`config.mk`:
```
export PLATFORM = sky130hd
export DESIGN_NAME = issue_queue_flat
export DESIGN_NICKNAME = d
export VERILOG_FILES = /design/src/rtl/issue_queue_pkg.sv /design/src/rtl/issue_queue_if.sv /design/src/rtl/issue_queue_decode.sv /design/src/rtl/issue_queue.sv /design/src/flat_wrapper.sv
export SDC_FILE = /design/constraint.sdc
export NUM_CORES = 1
export LEC_CHECK = 0
export ABC_CLOCK_PERIOD_IN_PS = 14000
export BUFFER_PORTS_ARGS = -buffer_cell sky130_fd_sc_hd__clkbuf_2
export CORE_AREA = 2 2 411 413
export CTS_CLUSTER_DIAMETER = 80
export DETAILED_ROUTE_END_ITERATION = 10
export DIE_AREA = 0 0 413 415
export GPL_TIMING_DRIVEN = 0
export PLACE_DENSITY_LB_ADDON = 0.05
export REMOVE_ABC_BUFFERS = 1
export SYNTH_ARGS = -nofsm -noshare
export SYNTH_HDL_FRONTEND = slang
export SYNTH_SLANG_ARGS = --single-unit
```
`constraint.sdc`:
```
create_clock -name clk_in -period 14 [get_ports clk_in]
set_clock_uncertainty 0.1 [all_clocks]
set_input_delay 3.5 -clock clk_in [delete_from_list [all_inputs] [get_ports clk_in]]
set_output_delay 3.5 -clock clk_in [all_outputs]
set_load 0.02 [all_outputs]
```
`src/rtl/issue_queue_pkg.sv`:
```
// Shared definitions for the issue queue: major opcodes, operation classes,
// operation codes and the decoded record layout.
package issue_queue_pkg;

  // RV32 major opcodes (ins[6:0])
  localparam logic [6:0] MOP_R     = 7'b0110011;
  localparam logic [6:0] MOP_I_ALU = 7'b0010011;
  localparam logic [6:0] MOP_LOAD  = 7'b0000011;
  localparam logic [6:0] MOP_STORE = 7'b0100011;
  localparam logic [6:0] MOP_BRA   = 7'b1100011;
  localparam logic [6:0] MOP_JALR  = 7'b1100111;
  localparam logic [6:0] MOP_JAL   = 7'b1101111;
  localparam logic [6:0] MOP_AUIPC = 7'b0010111;
  localparam logic [6:0] MOP_LUI   = 7'b0110111;

  // Operation classes; zero is reserved for the illegal/empty record
  localparam logic [3:0] OPT_NONE = 4'd0;
  localparam logic [3:0] OPT_CAL  = 4'd1;
  localparam logic [3:0] OPT_CALI = 4'd2;
  localparam logic [3:0] OPT_LAD  = 4'd3;
  localparam logic [3:0] OPT_STR  = 4'd4;
  localparam logic [3:0] OPT_BRA  = 4'd5;
  localparam logic [3:0] OPT_JUM  = 4'd6;

  // Operation codes that are not {bit30, funct3}; AUIPC/LUI sit above the
  // largest CALi funct-derived code (4'b1101) so they never collide.
  localparam logic [3:0] OPC_JAL   = 4'h0;
  localparam logic [3:0] OPC_JALR  = 4'h1;
  localparam logic [3:0] OPC_AUIPC = 4'hE;
  localparam logic [3:0] OPC_LUI   = 4'hF;

  // Decoded record; imm is the 32-bit extended immediate, widened at the output
  typedef struct packed {
    logic        rs1_hv;
    logic        rs2_hv;
    logic        rd_hv;
    logic [4:0]  rs1;
    logic [4:0]  rs2;
    logic [4:0]  rd;
    logic [31:0] imm;
    logic [3:0]  opcode;
    logic [3:0]  optype;
    logic        illegal;
  } dec_t;

  // All-zero record: base of every decode and the value shown when empty
  localparam dec_t REC_ZERO = '0;

endpackage

```
`src/rtl/issue_queue_if.sv`:
```
// Fetch-side and dispatch-side handshake bundle of the issue queue.
interface issue_queue_if #(
  parameter int XLEN = 32
);
  logic            in_valid;
  logic [31:0]     in_ins;
  logic [XLEN-1:0] in_pc;
  logic            in_ready;

  logic            out_valid;
  logic            out_ready;
  logic            out_rs1_hv;
  logic            out_rs2_hv;
  logic            out_rd_hv;
  logic [4:0]      out_rs1;
  logic [4:0]      out_rs2;
  logic [4:0]      out_rd;
  logic [XLEN-1:0] out_imm;
  logic [XLEN-1:0] out_pc;
  logic [3:0]      out_opcode;
  logic [3:0]      out_optype;
  logic            out_illegal;

  // Queue side
  modport slave (
    input  in_valid, in_ins, in_pc, out_ready,
    output in_ready, out_valid, out_rs1_hv, out_rs2_hv, out_rd_hv,
           out_rs1, out_rs2, out_rd, out_imm, out_pc, out_opcode,
           out_optype, out_illegal
  );

  // Fetch/dispatch side
  modport master (
    output in_valid, in_ins, in_pc, out_ready,
    input  in_ready, out_valid, out_rs1_hv, out_rs2_hv, out_rd_hv,
           out_rs1, out_rs2, out_rd, out_imm, out_pc, out_opcode,
           out_optype, out_illegal
  );
endinterface

```
`src/rtl/issue_queue_decode.sv`:
```
// Combinational RV32 instruction decoder producing one queue record.
module issue_decode
  import issue_queue_pkg::*;
(
  input  logic [31:0] ins,
  output dec_t        rec,
  output logic        illegal
);

  logic [2:0] f3;
  assign f3 = ins[14:12];

  // Decode by major opcode; unsupported opcodes leave the zero record flagged illegal
  always_comb begin
    rec = REC_ZERO;
    case (ins[6:0])
      MOP_R: begin
        rec.optype = OPT_CAL;
        rec.opcode = {ins[30], f3};
        rec.rs1_hv = 1'b1;
        rec.rs2_hv = 1'b1;
        rec.rd_hv  = 1'b1;
      end
      MOP_I_ALU: begin
        rec.optype = OPT_CALI;
        rec.rs1_hv = 1'b1;
        rec.rd_hv  = 1'b1;
        if (f3 == 3'b001 || f3 == 3'b101) begin
          rec.imm    = {27'd0, ins[24:20]};
          rec.opcode = {ins[30], f3};
        end else begin
          rec.imm    = {{20{ins[31]}}, ins[31:20]};
          rec.opcode = {1'b0, f3};
        end
      end
      MOP_LOAD: begin
        rec.optype = OPT_LAD;
        rec.opcode = {1'b0, f3};
        rec.rs1_hv = 1'b1;
        rec.rd_hv  = 1'b1;
        rec.imm    = {{20{ins[31]}}, ins[31:20]};
      end
      MOP_STORE: begin
        rec.optype = OPT_STR;
        rec.opcode = {1'b0, f3};
        rec.rs1_hv = 1'b1;
        rec.rs2_hv = 1'b1;
        rec.imm    = {{20{ins[31]}}, ins[31:25], ins[11:7]};
      end
      MOP_BRA: begin
        rec.optype = OPT_BRA;
        rec.opcode = {1'b0, f3};
        rec.rs1_hv = 1'b1;
        rec.rs2_hv = 1'b1;
        rec.imm    = {{19{ins[31]}}, ins[31], ins[7], ins[30:25], ins[11:8], 1'b0};
      end
      MOP_JALR: begin
        rec.optype = OPT_JUM;
        rec.opcode = OPC_JALR;
        rec.rs1_hv = 1'b1;
        rec.rd_hv  = 1'b1;
        rec.imm    = {{20{ins[31]}}, ins[31:20]};
      end
      MOP_JAL: begin
        rec.optype = OPT_JUM;
        rec.opcode = OPC_JAL;
        rec.rd_hv  = 1'b1;
        rec.imm    = {{11{ins[31]}}, ins[31], ins[19:12], ins[20], ins[30:21], 1'b0};
      end
      MOP_AUIPC: begin
        rec.optype = OPT_CALI;
        rec.opcode = OPC_AUIPC;
        rec.rd_hv  = 1'b1;
        rec.imm    = {ins[31:12], 12'h000};
      end
      MOP_LUI: begin
        rec.optype = OPT_CALI;
        rec.opcode = OPC_LUI;
        rec.rd_hv  = 1'b1;
        rec.imm    = {ins[31:12], 12'h000};
      end
      default: begin
        rec.illegal = 1'b1;
      end
    endcase
    // Register indices are only meaningful where the operand is present
    rec.rs1 = rec.rs1_hv ? ins[19:15] : 5'd0;
    rec.rs2 = rec.rs2_hv ? ins[24:20] : 5'd0;
    rec.rd  = rec.rd_hv  ? ins[11:7]  : 5'd0;
  end

  assign illegal = rec.illegal;

endmodule

```
`src/rtl/issue_queue.sv`:
```
// Decode-and-buffer stage: decodes fetched instructions and holds the
// records in a circular FIFO presented in order to dispatch.
module issue_queue
  import issue_queue_pkg::*;
#(
  parameter int ADDR_W = 4,
  parameter int XLEN   = 32
) (
  input  logic              clk_in,
  input  logic              rst_in,
  input  logic              rdy_in,
  input  logic              flush_in,
  issue_queue_if.slave      q,
  output logic [ADDR_W:0]   count
);

  localparam int DEPTH = 2 ** ADDR_W;
  localparam logic [ADDR_W:0] FULL = (ADDR_W + 1)'(DEPTH);

  logic [ADDR_W-1:0] head;
  logic [ADDR_W-1:0] tail;
  dec_t              rec_mem [DEPTH];
  logic [XLEN-1:0]   pc_mem  [DEPTH];

  dec_t in_rec;
  dec_t head_rec;
  logic in_illegal;
  logic push;
  logic pop;

  issue_decode u_decode (
    .ins     (q.in_ins),
    .rec     (in_rec),
    .illegal (in_illegal)
  );

  // Handshake readiness depends only on the registered occupancy
  assign q.in_ready  = (count != FULL);
  assign q.out_valid = (count != '0);

  assign push = q.in_valid  & q.in_ready & rdy_in & ~flush_in;
  assign pop  = q.out_valid & q.out_ready & rdy_in & ~flush_in;

  // Pointer and occupancy update; reset beats flush, flush beats push/pop
  always_ff @(posedge clk_in) begin
    if (rst_in) begin
      head  <= '0;
      tail  <= '0;
      count <= '0;
    end else if (rdy_in) begin
      if (flush_in) begin
        head  <= '0;
        tail  <= '0;
        count <= '0;
      end else begin
        if (push) tail <= tail + 1'b1;
        if (pop)  head <= head + 1'b1;
        case ({push, pop})
          2'b10:   count <= count + 1'b1;
          2'b01:   count <= count - 1'b1;
          default: count <= count;
        endcase
      end
    end
  end

  // Record storage; contents are not reset since occupancy gates visibility
  always_ff @(posedge clk_in) begin
    if (!rst_in && push) begin
      rec_mem[tail] <= in_rec;
      pc_mem[tail]  <= q.in_pc;
    end
  end

  // Head read, forced to zero while the queue is empty
  always_comb begin
    head_rec = REC_ZERO;
    q.out_pc = '0;
    if (q.out_valid) begin
      head_rec = rec_mem[head];
      q.out_pc = pc_mem[head];
    end
  end

  assign q.out_rs1_hv  = head_rec.rs1_hv;
  assign q.out_rs2_hv  = head_rec.rs2_hv;
  assign q.out_rd_hv   = head_rec.rd_hv;
  assign q.out_rs1     = head_rec.rs1;
  assign q.out_rs2     = head_rec.rs2;
  assign q.out_rd      = head_rec.rd;
  assign q.out_imm     = XLEN'(signed'(head_rec.imm));
  assign q.out_opcode  = head_rec.opcode;
  assign q.out_optype  = head_rec.optype;
  assign q.out_illegal = head_rec.illegal;

  logic unused_ok;
  assign unused_ok = in_illegal;

endmodule

```
`src/flat_wrapper.sv`:
```
// flat-port wrapper written by rule: the top's interface ports become plain ports
module issue_queue_flat import issue_queue_pkg::*;
#(
  parameter int ADDR_W = 4,
  parameter int XLEN   = 32
)
  (clk_in, rst_in, rdy_in, flush_in, count, q_in_valid, q_in_ins, q_in_pc, q_out_ready, q_in_ready, q_out_valid, q_out_rs1_hv, q_out_rs2_hv, q_out_rd_hv, q_out_rs1, q_out_rs2, q_out_rd, q_out_imm, q_out_pc, q_out_opcode, q_out_optype, q_out_illegal);
  issue_queue_if #(.XLEN(XLEN)) q_i ();
  input  logic clk_in;
  input  logic rst_in;
  input  logic rdy_in;
  input  logic flush_in;
  output logic [ADDR_W:0] count;
  input wire logic [$bits(q_i.in_valid)-1:0] q_in_valid;
  input wire logic [$bits(q_i.in_ins)-1:0] q_in_ins;
  input wire logic [$bits(q_i.in_pc)-1:0] q_in_pc;
  input wire logic [$bits(q_i.out_ready)-1:0] q_out_ready;
  output wire logic [$bits(q_i.in_ready)-1:0] q_in_ready;
  output wire logic [$bits(q_i.out_valid)-1:0] q_out_valid;
  output wire logic [$bits(q_i.out_rs1_hv)-1:0] q_out_rs1_hv;
  output wire logic [$bits(q_i.out_rs2_hv)-1:0] q_out_rs2_hv;
  output wire logic [$bits(q_i.out_rd_hv)-1:0] q_out_rd_hv;
  output wire logic [$bits(q_i.out_rs1)-1:0] q_out_rs1;
  output wire logic [$bits(q_i.out_rs2)-1:0] q_out_rs2;
  output wire logic [$bits(q_i.out_rd)-1:0] q_out_rd;
  output wire logic [$bits(q_i.out_imm)-1:0] q_out_imm;
  output wire logic [$bits(q_i.out_pc)-1:0] q_out_pc;
  output wire logic [$bits(q_i.out_opcode)-1:0] q_out_opcode;
  output wire logic [$bits(q_i.out_optype)-1:0] q_out_optype;
  output wire logic [$bits(q_i.out_illegal)-1:0] q_out_illegal;
  assign q_i.in_valid = q_in_valid;
  assign q_i.in_ins = q_in_ins;
  assign q_i.in_pc = q_in_pc;
  assign q_i.out_ready = q_out_ready;
  assign q_in_ready = q_i.in_ready;
  assign q_out_valid = q_i.out_valid;
  assign q_out_rs1_hv = q_i.out_rs1_hv;
  assign q_out_rs2_hv = q_i.out_rs2_hv;
  assign q_out_rd_hv = q_i.out_rd_hv;
  assign q_out_rs1 = q_i.out_rs1;
  assign q_out_rs2 = q_i.out_rs2;
  assign q_out_rd = q_i.out_rd;
  assign q_out_imm = q_i.out_imm;
  assign q_out_pc = q_i.out_pc;
  assign q_out_opcode = q_i.out_opcode;
  assign q_out_optype = q_i.out_optype;
  assign q_out_illegal = q_i.out_illegal;
  issue_queue #(.ADDR_W(ADDR_W), .XLEN(XLEN)) u_core (.clk_in(clk_in), .rst_in(rst_in), .rdy_in(rdy_in), .flush_in(flush_in), .q(q_i), .count(count));
endmodule
```
Word-level counts from Yosys, hierarchy flattened
Memories as Yosys holds them, arrays and structs flattened. A register that Yosys moved wholly into a read port is not among the register bits. Cells that the tools add are included.

Reductions and logical operators: 16. Equal/unequal tests: 14. Bitwise operators: 7. Multiplexer cells: 24. Add/subtract/negate cells: 4.

Operators with widths (count): $pmux W32 S6 (1); $pmux W8 S9 (1); $mux W59 (1); $mux W36 (1); $mux W32 (1); $mux W4 (8); $eq A7 B6 Y1 const B (3); $eq A7 B7 Y1 const B (3); $mux W5 (4); $eq A7 B5 Y1 const B (2); $pmux W5 S2 (1); $reduce_or A9 Y1 (1); $add A4 B1 Y4 const B (2); $eq A7 B2 Y1 const B (1); $reduce_or A7 Y1 (1); $and A1 B1 Y1 (6); $mux W1 (6); $reduce_and A2 Y1 (3); $reduce_or A6 Y1 (1); $add A5 B1 Y5 const B (1); $ne A5 B5 Y1 const B (1); $reduce_bool A5 Y1 (1); $sub A5 B1 Y5 const B (1); $reduce_bool A2 Y1 (2); 11 further kinds (12).

Memories: 2. Input port bits: 70. Word-level logic and storage cells: 70. Bits in registers: 13. Bits in writable memories: 1456.

Memories: u_core.rec_mem (words 16, bits a word 59, rd ports 1, clocked after Yosys merged registers in 1, wr ports 1, RTL line issue_queue.sv:22) `dec_t rec_mem [DEPTH];`; u_core.pc_mem (words 16, bits a word 32, rd ports 1, clocked after Yosys merged registers in 1, wr ports 1, RTL line issue_queue.sv:23) `logic [XLEN-1:0] pc_mem [DEPTH];`.

Longest topological paths before layout
Depth in word-level cells: 8. Gate-level depth with buffers: 10. Depth with buffers taken out: 9.

By module
From an unflattened synthesis, not the netlist that was laid out.

Cells, all modules: 2745. Area, all modules: 57910.5 sq um.

Modules (own cells, without submodules): issue_queue (sequential area each 44062.3 sq um, area an instance 56947.1 sq um, cells each 2604, instances 1); issue_decode (sequential area each 0.0 sq um, area an instance 963.4 sq um, cells each 141, instances 1).

Worst setup path before layout
OpenSTA, ideal clock, no wires.

Path type: input -> register. Start: in flush_in. End: mem u_core.pc_mem[15][0] (enable). Slack: 2.646 ns. Cell stages on the path: 5. Library setup time: 0.650 ns. Path buffers: 1. Arrival: 10.604 ns. Cells stage by stage: clkbuf_1 > nand2b_1 > a2111oi_2 > nand2_1 > nor3_1.

Word-level cells in the longest chain between the ends: 5.

Ends and longest elaborated chain: from (decl) (RTL line flat_wrapper.sv:12) `input logic flush_in;`; $not A1 Y1 (RTL line issue_queue.sv:41) `assign push = q.in_valid & q.in_ready & rdy_in & ~flush_in;`; $and A1 B1 Y1 (RTL line issue_queue.sv:41); $logic_and A1 B1 Y1 (RTL line issue_queue.sv:69) `if (!rst_in && push) begin`; $mux W1 (RTL line issue_queue.sv:69); $mux W1 (not written as such) (RTL line issue_queue.sv:71) `pc_mem[tail] <= q.in_pc;`; to (decl) (RTL line issue_queue.sv:23).

Every way passes these cells.

==> impl_metrics.json <==
{
  "r2r_slack_ns": 10.34,
  "tns_ns": 0,
  "seq_area_um2": 43600,
  "final_cell_mix": "1,440 x edfxtp_1, 450 x mux4_2, 169 x clkbuf_16",
  "r2r-start": "u_core.count[2]$_SDFFE_PP0P_",
  "syn_area_um2": 56500,
  "worst_pin_slew_ns": 1.27,
  "io_pins": 168,
  "rsz0062_at_grt": "no",
  "fin_nets": 2773,
  "grt_pass1_wl_mm": 212,
  "dpl-instance-area_um2": 61800,
  "fmax_ghz": 0.122,
  "yosys-top-cells-area": "edfxtp_1 77%, mux4_2 18%, and2_1 1.3%, dfxtp_1 0.60%, clkbuf_1 0.50%",
  "yosysTopAreaCellShare_pct": 76.5,
  "postRouteWirelength_mm": 150,
  "criticalPathCategory": "register to output pin",
  "power_leakage_uw": 0.0211,
  "r2r_cells": 7,
  "grt-ovfl-total": 0,
  "period_needed_ns": 8.19,
  "critPathSlowestCell": "dfxtp_4",
  "viasPerCell": 5.19,
  "crit_fanout": 39,
  "postCtsHoldBufs": 0,
  "synth_edf_count": 1440,
  "mostFrequentLayoutCell": "edfxtp_1",
  "synth.avg_cell_area_um2": 23.8,
  "cts.clk_slew.worst_paths_ns": 0.05,
  "clock-sinks": 1457,
  "critPathBufInv": 6,
  "antenna_found_initial": 13,
  "drt.antenna.violating_nets": 0,
  "async_flop_share_pct": 0,
  "coreArea_um2": 167000,
  "ir_worst_vdd_mv": 0.0953,
  "power_uw": 9190,
  "clockRootBuffer": "clkbuf_16",
  "worstPathRequired_ns": 10.40,
  "p_per_area_nw_per_um2": 137,
  "final_area_um2": 67000,
  "yosysSeqAreaShare_pct": 77.1,
  "crit_top_cell": "buf_16",
  "ys_ff_latch": 1457,
  "drive_gt1_share_pct": 35.2,
  "routedWlPerCell_um": 29.9,
  "cpPeakStageDelay_ns": 0.69,
  "port_buffers": 166,
  "synthFlopType": "edfxtp_1",
  "die_w_um": 413,
  "cts_resized": 0,
  "grt_max_degree": 54,
  "insertion_delay_ns": 0.77,
  "reg2reg_to": "u_core.pc_mem[6][12]$_DFFE_PP_",
  "max_slew_margin_pct": 15.3,
  "htreeDepth": 4,
  "dr.pass1.iters": 5,
  "grt_pass1_vias": 28400,
  "cts_setup_buffers": 0,
  "worstSetupStartpointType": "register",
  "drtIter0Drc": 2228,
  "syn_inst": 2372,
  "cts_inserted_buffers": 165,
  "syn_to_final_growth_pct": 18.5,
  "dp_hpwl_mm": 87.9,
  "crit_chain": "buf_16 > buf_16 > buf_16 > buf_16 > buf_16 > mux4_2 > mux4_2 > and2_1 > clkbuf_2",
  "drv_cap": 0,
  "synth_area_leader_cell": "edfxtp_1",
  "start_util_pct": 33.9,
  "worstSetupEndpoint": "q_out_imm[10]",
  "finalMaxSlewViolations": 0,
  "yosys_warnings": 0,
  "timing.final.hold_violations": 0,
  "cts_tree": "done",
  "grtUsageTotal_pct": 17.6,
  "status": "completed",
  "num-fill-cells": 14700,
  "row_count": 150,
  "synth_cell_types": 53,
  "hold_path_class": "register to register",
  "vias": 26100,
  "drc": 0,
  "die_area_um2": 171000,
  "crit_arrival_ns": 4.59,
  "crit_path_end_kind": "output pin",
  "cpLargestDelayFamily": "buffers and inverters",
  "cp_num_cells": 9,
  "min_period_over_period_pct": 58.5,
  "die_height_um": 415,
  "gp_congestion": 0.711,
  "setup_viol": 0,
  "clock_path_buffers": 3,
  "multi_input_area_um2": 12300
}
## sequential cells by signal, summed over array words and instances (netlist names), named ones only
signal / count
u_core.head: 4
u_core.tail: 4
u_core.count: 5
u_core.pc_mem: 512
u_core.rec_mem: 928
## layout make-up
class,count,area share (%)
diodes,5,0.0187
flip-flops and latches,1457,65.1
clock buffers,213,6.58
multi-input cells,772,18.3
well taps,2204,4.12
repair buffers,282,4.58
inverters,16,0.0897
clock inverters,84,1.21
## tightest hold or removal path, cell delays in order, from the launching register on
cell and delay, ns:
dfxtp_1 0.30, xor2_1 0.14, nor2_1 0.06
## synth_stat cells (3+ instances only)
cell and instances:
ha_1 8, buf_4 21, dfxtp_1 17, clkbuf_1 75
edfxtp_1 1440, a21o_1 23, inv_1 16, a21oi_1 16
buf_2 10, nor3_1 11, nor2_1 33, xnor2_1 3
xor2_1 4, o21ai_1 4, a31oi_1 3, nand2b_1 8
nand3_1 9, nor2b_1 16, or2_2 5, o21ai_0 5
and3_1 5, buf_1 8, buf_6 13, nand2_1 18
mux4_2 450, and2_1 114, a22o_1 5
## how the worst min path moves through the flow
stage	cells past startpoint	end	slack (ns)	startpoint
2_1_floorplan	2	register	0.38	u_core.head[3]$_SDFFE_PP0P_
3_5_place_dp	2	register	0.42	u_core.head[3]$_SDFFE_PP0P_
6_report	2	register	0.45	u_core.head[3]$_SDFFE_PP0P_
5_1_grt	2	u_core.head[3]$_SDFFE_PP0P_	0.48	u_core.head[3]$_SDFFE_PP0P_
4_1_cts	2	u_core.head[3]$_SDFFE_PP0P_	0.44	u_core.head[3]$_SDFFE_PP0P_
3_3_place_gp	2	u_core.head[3]$_SDFFE_PP0P_	0.43	u_core.head[3]$_SDFFE_PP0P_
## kinds of logic (layout without fill, tap and decap cells)
kind of cell / Yosys count / after routing / synth area share (%)
AO/OA/AOI/OAI: 78 / 78 / 1.03
XOR/XNOR: 7 / 7 / 0.109
adder cells (fa/ha/maj): 9 / 9 / 0.213
buffers and inverters: 143 / 595 / 1.28
flip-flops: 1457 / 1457 / 77.1
multiplexers: 451 / 451 / 18.0
other: 1 / 6 / 0.00664
AND/OR/NAND/NOR: 226 / 226 / 2.27
## power breakdown
part	switching (uW)	leakage (uW)	internal, uW
logic	152	0.00512	82.1
registers	3.66	0.0134	4770
clock network	1680	0.00256	2500
## routing by layer
layer  global-route usage (%)  share of wire, %  vias to the layer above
met1                     25.0                44                    14500
li1                         -                 -                    10800
met5                        0             0.029                        -
met4                     3.72               1.6                        6
met2                     28.3                49                      652
met3                     3.44               5.1                      181
## stage by stage
step                setup WS [ns]  util [%]  hold slack (ns)  std cells
finish                       5.81      40.2            0.447       5033
global route                 5.40      40.2            0.477       5028
CTS                          5.52      40.2            0.444       5028
detailed placement           6.38      37.1            0.416       4731
global placement           -14.81      35.7            0.428       4615
floorplan                   -5.66         -            0.385       2245
Power figures use the tool's default switching activity.
